## src/rtl/ctrl_hazard_pkg.sv

```systemverilog
// Shared definitions for the decode-stage hazard controller: stage indices,
// operand-forwarding encodings, the stall FSM state type and address width.
package ctrl_hazard_pkg;

  localparam int REG_AW_DEF = 5;

  // Pipeline stage indices into the per-stage st_* buses
  localparam int STG_EX  = 0;
  localparam int STG_MEM = 1;
  localparam int STG_WB  = 2;
  localparam int STG_RET = 3;

  // Number of stages that can still produce a hazard (RET never does)
  localparam int N_HAZ_STG = 3;

  typedef enum logic [1:0] {
    FWD_RF  = 2'd0,
    FWD_EX  = 2'd1,
    FWD_MEM = 2'd2,
    FWD_WB  = 2'd3
  } fwd_e;

  typedef enum logic {
    ST_RUN   = 1'b0,
    ST_STALL = 1'b1
  } state_e;

  // Youngest matching stage wins the operand bypass
  function automatic fwd_e youngest_fwd(input logic [N_HAZ_STG-1:0] m);
    if (m[STG_EX])       return FWD_EX;
    else if (m[STG_MEM]) return FWD_MEM;
    else if (m[STG_WB])  return FWD_WB;
    else                 return FWD_RF;
  endfunction

  // Extra stall cycles beyond the first when the youngest producer is at stage k: 2 - k
  function automatic logic [1:0] extra_cycles(input logic [N_HAZ_STG-1:0] m);
    if (m[STG_EX])       return 2'd2;
    else if (m[STG_MEM]) return 2'd1;
    else                 return 2'd0;
  endfunction

endpackage

```

## src/rtl/ctrl_hazard_match.sv

```systemverilog
// hazard_match: compares one decode source address against the destination
// of the EX, MEM and WB stages. Register 0 is hard-wired and never matches.
module hazard_match
  import ctrl_hazard_pkg::*;
#(
  parameter int REG_AW = REG_AW_DEF
) (
  input  logic [REG_AW-1:0]           i_rs,
  input  logic                        i_use,
  input  logic [N_HAZ_STG-1:0]        i_wen,
  input  logic [N_HAZ_STG*REG_AW-1:0] i_rd,
  output logic [N_HAZ_STG-1:0]        o_match
);

  // Per-stage address compare, qualified by write enable and source use
  always_comb begin
    o_match = '0;
    for (int i = 0; i < N_HAZ_STG; i++) begin
      o_match[i] = i_wen[i] & i_use & (i_rd[i*REG_AW +: REG_AW] == i_rs) & (i_rs != '0);
    end
  end

endmodule

```

## src/rtl/ctrl_hazard.sv

```systemverilog
// ctrl_hazard: decode-stage RAW hazard detection, operand forwarding select
// and stall sequencing, with a saturating stalled-cycle counter.
// Build option: define CTRL_HAZARD_FWD_EN to enable EX/MEM/WB bypassing; then
// only a load in EX stalls (one cycle). Without it every in-flight producer
// stalls decode until it has written back (3 - k cycles for youngest stage k).
module ctrl_hazard
  import ctrl_hazard_pkg::*;
#(
  parameter int REG_AW = REG_AW_DEF,
  parameter int CNT_W  = 16
) (
  input  logic                clk,
  input  logic                rst,
  input  logic                id_valid,
  input  logic [REG_AW-1:0]   id_rs1,
  input  logic [REG_AW-1:0]   id_rs2,
  input  logic                id_use1,
  input  logic                id_use2,
  input  logic [3:0]          st_wen,
  input  logic [3:0]          st_load,
  input  logic [4*REG_AW-1:0] st_rd,
  input  logic                flush,
  output logic                stall,
  output logic [1:0]          fwd1,
  output logic [1:0]          fwd2,
  output logic [CNT_W-1:0]    stall_cycles
);

  logic [N_HAZ_STG-1:0] w_m1;
  logic [N_HAZ_STG-1:0] w_m2;
  logic                 w_hazard_cond;
  logic                 w_hazard_now;
  logic [1:0]           w_extra;
  state_e               r_state;
  state_e               w_state_nxt;
  logic [1:0]           r_cnt;
  logic [1:0]           w_cnt_nxt;
  logic [CNT_W-1:0]     r_stall_cycles;
  logic                 w_unused;

  hazard_match #(.REG_AW(REG_AW)) u_match1 (
    .i_rs    (id_rs1),
    .i_use   (id_use1),
    .i_wen   (st_wen[N_HAZ_STG-1:0]),
    .i_rd    (st_rd[N_HAZ_STG*REG_AW-1:0]),
    .o_match (w_m1)
  );

  hazard_match #(.REG_AW(REG_AW)) u_match2 (
    .i_rs    (id_rs2),
    .i_use   (id_use2),
    .i_wen   (st_wen[N_HAZ_STG-1:0]),
    .i_rd    (st_rd[N_HAZ_STG*REG_AW-1:0]),
    .o_match (w_m2)
  );

  // The retired stage and (without bypassing) the load flags never affect the result
  assign w_unused = &{1'b0, st_wen[STG_RET], st_load, st_rd[4*REG_AW-1:3*REG_AW]};

`ifdef CTRL_HAZARD_FWD_EN
  // Only a load still in EX cannot be bypassed; it costs exactly one bubble
  assign w_hazard_cond = (w_m1[STG_EX] | w_m2[STG_EX]) & st_load[STG_EX];
  assign w_extra       = 2'd0;
`else
  // Any in-flight producer blocks decode; the youngest one sets the stall length
  assign w_hazard_cond = (|w_m1) | (|w_m2);
  assign w_extra       = extra_cycles(w_m1 | w_m2);
`endif

  assign w_hazard_now = id_valid & ~flush & w_hazard_cond;

  // FSM state and remaining-cycle register; reset drops any stall in progress at once
  always_ff @(posedge clk or posedge rst) begin
    if (rst) begin
      r_state <= ST_RUN;
      r_cnt   <= 2'd0;
    end else begin
      r_state <= w_state_nxt;
      r_cnt   <= w_cnt_nxt;
    end
  end

  // Next-state: flush aborts, RUN arms a multi-cycle stall, STALL counts down
  always_comb begin
    w_state_nxt = r_state;
    w_cnt_nxt   = r_cnt;
    if (flush) begin
      w_state_nxt = ST_RUN;
      w_cnt_nxt   = 2'd0;
    end else if (r_state == ST_RUN) begin
      if (w_hazard_now && (w_extra != 2'd0)) begin
        w_state_nxt = ST_STALL;
        w_cnt_nxt   = w_extra;
      end
    end else begin
      if (r_cnt <= 2'd1) begin
        w_state_nxt = ST_RUN;
        w_cnt_nxt   = 2'd0;
      end else begin
        w_cnt_nxt   = r_cnt - 2'd1;
      end
    end
  end

  // Outputs: stall from the live hazard or the FSM, suppressed by flush; bypass selects
  always_comb begin
    stall = 1'b0;
    fwd1  = FWD_RF;
    fwd2  = FWD_RF;
    if (!flush) begin
      stall = w_hazard_now | (r_state == ST_STALL);
    end
`ifdef CTRL_HAZARD_FWD_EN
    fwd1 = youngest_fwd(w_m1);
    fwd2 = youngest_fwd(w_m2);
`endif
  end

  // Saturating count of cycles in which decode was held
  always_ff @(posedge clk or posedge rst) begin
    if (rst) begin
      r_stall_cycles <= '0;
    end else if (stall && (r_stall_cycles != {CNT_W{1'b1}})) begin
      r_stall_cycles <= r_stall_cycles + 1'b1;
    end
  end

  assign stall_cycles = r_stall_cycles;

endmodule

```

## config.mk

```make
export PLATFORM = sky130hd
export DESIGN_NAME = ctrl_hazard
export DESIGN_NICKNAME = d
export VERILOG_FILES = /design/src/rtl/ctrl_hazard_pkg.sv /design/src/rtl/ctrl_hazard_match.sv /design/src/rtl/ctrl_hazard.sv
export SDC_FILE = /design/constraint.sdc
export NUM_CORES = 1
export LEC_CHECK = 0
export CORE_MARGIN = 1
export CORE_UTILIZATION = 35
export DETAILED_ROUTE_END_ITERATION = 12
export GPL_TIMING_DRIVEN = 0
export PLACE_DENSITY = 0.69
export SYNTH_ARGS = -nofsm -noshare
export SYNTH_HDL_FRONTEND = slang
export SYNTH_HIERARCHICAL = 1
export SYNTH_SLANG_ARGS = --single-unit
```

## constraint.sdc

```tcl
create_clock -name clk -period 5.5 [get_ports clk]
set_clock_uncertainty 0.15 [all_clocks]
set_input_delay 1.1 -clock clk [delete_from_list [all_inputs] [get_ports clk]]
set_output_delay 1.1 -clock clk [all_outputs]
set_load 0.05 [all_outputs]
```

==> impl_metrics.csv <==
group,metric,value,unit
run_status,status,"finished, final reports clean",
power,vdd_drop_max,0.0750,mV
cts,path_clk_slew,0.07,ns
cts,cts.sinks,19,
grt,use_met3,0.0310,
logic_synthesis,ys_seq_elements,19,
cells_and_area,final_area,2050,um2
place,hpwl,2.58,mm
critical_path,endpoint_kind,"primary output",
cells_and_area,area_delta_synth_final,43.7,%
drt,drc_errors,0,
logic_synthesis,synth-compound-area-share,0.0507,
power,p_switching,126,uW
cells_and_area,diodes,0,
logic_synthesis,synthCells,150,
drt,via_per_inst,5.06,
logic_synthesis,synth_area_per_cell,9.53,um2
critical_path,cp.required,4.25,ns
grt,grt_pass1_wl,5.31,mm
logic_synthesis,synth_edf_count,0,
drt,via_count,1290,
grt,antenna_found_initial,0,
power,power_frac_seq,0.414,
logic_synthesis,synth_top_area_cell,"dfrtp_1",
place,portBuffers,50,
critical_path,worstSetupPathType,"in2out",
floorplanning,die_area,4350,um2
grt,use_met2,0.255,
critical_path,critical_path_arrival,4.01,ns
floorplanning,pin_count,65,
logic_synthesis,synth_ff_type,"dfrtp_1",
floorplanning,rows,22,
sta,whs,0.360,ns
sta,clock.fmax,190,MHz
sta,finalCritPeriodShare,0.957,
grt,grt_overflow,0,
floorplanning,die_x,65.9,um
logic_synthesis,post-synth-top-count-cell,"xnor2_1",
drt,first_pass_iters,4,
sta,fin_crit,5.26,ns
power,switching_share,0.327,
logic_synthesis,ys_types,35,
grt,grt_max_degree,20,
logic_synthesis,yosys_warnings,6,
sta,rsz0062_at_grt,"no",
logic_synthesis,synth_top_family_by_area,"simple AND/OR/NAND/NOR gates",
logic_synthesis,synth_area_leaders,"dfrtp_1 (33%), xnor2_1 (18%), xor2_1 (9.2%), nand4_1 (5.7%), nor3_1 (3.8%)",
cts,cts_tree,"yes",
logic_synthesis,synth-xor-area-share,0.276,
critical_path,cp_max_fo,10,
cts,clock-root-buffer,"clkbuf_8",
sta,setup_tns,0,ns
cts,insertion_delay,0.25,ns
drt,antenna_left,0,
power,p_clk_frac,0.251,
logic_synthesis,yosysSeqAreaShare,0.332,
power,cellPowerDensity,187,nW/um2
floorplanning,coreArea,3800,um2
cells_and_area,drive_gt1_frac,0.106,
cts,cts_max_path_buffers,2,
power,p_leak,0.000831,uW
grt,grt_pass1_vias,1179,
grt,busiest_layer,"met2",
logic_synthesis,synthMuxAreaShare,0.00787,
logic_synthesis,yosys.area_share.adder,0.00875,
power,internal-power,258,uW
min_path,hp-class,"reg2reg",
logic_synthesis,synth-simple-area-share,0.284,
place,place_congestion,0.789,
power,p_comb_frac,0.335,
logic_synthesis,synth_area,1430,um2
sta,timing.final.hold_violations,0,
critical_path,startpoint_type,"input pin",
cells_and_area,nets,253,
drt,wirelength,3.19,mm
floorplanning,die_h,65.9,um
cts,htree_levels,1,
sta,report.final.slew_viol_count,0,
sta,setup_violations,0,
cells_and_area,fin_util,0.541,
run,cap_violations,0,
grt,grt.met1_usage,0.202,
cts,cts_buffers,3,
cells_and_area,n_fill_cell,355,
grt,gr-usage-all-layers,0.155,
floorplanning,start_util,0.376,
sta,tightest_slew,0.729,ns
logic_synthesis,async_reset_ff_frac,1.00,
logic_synthesis,yosys-top-cells-count,"xnor2_1 (30), dfrtp_1 (19), xor2_1 (15)",
place,placed_cell_area,2000,um2
sta,max-slew-margin-rel,0.514,
logic_synthesis,yosys.area.top_type_share,0.332,
drt,initialDrtViolationCount,63,
drt,avgRoutedWirePerCell,12.5,um
cells by family (layout without fill, tap and decap cells):
logic type / after synthesis / count (layout)
XOR/XNOR: 45 / 45
buffers and inverters: 8 / 62
flip-flops: 19 / 19
other: 1 / 4
AND/OR/NAND/NOR: 67 / 67
multiplexers: 1 / 1
AO/OA/AOI/OAI: 8 / 8
adder cells (fa/ha/maj): 1 / 1
routing by layer:
metal / vias to the layer above / wire (um) / part of all wire
met5: - / 0 / 0
met4: 0 / 40 / 0.013
met3: 4 / 204 / 0.064
met2: 47 / 1470 / 0.46
met1: 589 / 1470 / 0.46
li1: 650 / - / -
layout make-up:
type	instances	area (um2)	area share
tap	48	60.1	0.0292
buffer	6	46.3	0.0225
inverter	2	7.51	0.00365
timing repair buffer	50	500	0.244
sequential	19	475	0.231
multi-input combinational	126	918	0.447
clock inverter	1	5.00	0.00244
clock buffer	3	41.3	0.0201
through the flow:
step / cells / setup slack, ns / power, uW
floorplan: 153 / 1.37 / 234
global placement: 251 / 0.0775 / 290
detailed placement: 251 / 0.0820 / 291
CTS: 255 / 0.0742 / 387
global route: 255 / 0.151 / 404
finish: 255 / 0.236 / 383
state kept, by name, summed over array words and instances, names as in the netlist:
name / flops
stall_cycles: 16
r_state: 1
r_cnt: 2
final timing paths:
| path | cells after the start | startpoint | slack (ns) | endpoint |
|---|---|---|---|---|
| hold reg to reg | 1 | stall_cycles[15] | 0.36 | stall_cycles[15] |
| setup reg to reg | 6 | stall_cycles[0] | 3.56 | stall_cycles[13] |
| hold / removal | 1 | stall_cycles[15] | 0.36 | stall_cycles[15] |
| min in group asynchronous | 2 | rst | 1.11 | stall_cycles[2] |
| setup / recovery | 9 | id_rs2[1] | 0.24 | stall |
| max in group asynchronous | 2 | rst | 3.62 | r_state |
cells in the final DEF, fill, tap and decap left out, types with 2 or more instances in the layout:
cell type,Yosys,routed
xor2_1,15,15
a21oi_1,2,2
clkdlybuf4s50_1,0,50
nand3_1,4,4
xnor2_1,30,30
nand2_1,10,10
nor3_1,11,11
and3_1,2,2
or4_1,3,3
dfrtp_1,19,19
buf_4,4,4
nor4_2,2,3
clkbuf_8,0,3
nand4_1,13,13
nor4_1,6,5
nor2_1,6,6
conb_1,1,4
inv_1,2,2
o21ai_2,2,2
worst max-delay path: stages:
cell and delay, ns:
clkdlybuf4s50_1 0.52, or4_1 0.57, o21ai_2 0.19, nor3_1 0.11, nor4_2 0.34, o32a_4 0.28, buf_6 0.16, inv_1 0.05
clkdlybuf4s50_1 0.69
power by group through the flow:
| stage | clock network [uW] | logic [uW] | registers (uW) |
|---|---|---|---|
| floorplan | 0 | 46.6 | 187 |
| global placement | 0 | 128 | 161 |
| detailed placement | 0 | 129 | 162 |
| CTS | 98.9 | 129 | 159 |
| global route | 105 | 139 | 161 |
| finish | 96.3 | 128 | 159 |
timing repair:
item,4_1_cts,5_1_grt
hold buffers,0,0
endpoints found under the setup margin,0,1
buffers inserted,0,0
gates resized for setup,0,1
Note: power is estimated with default switching activity, not from simulation.
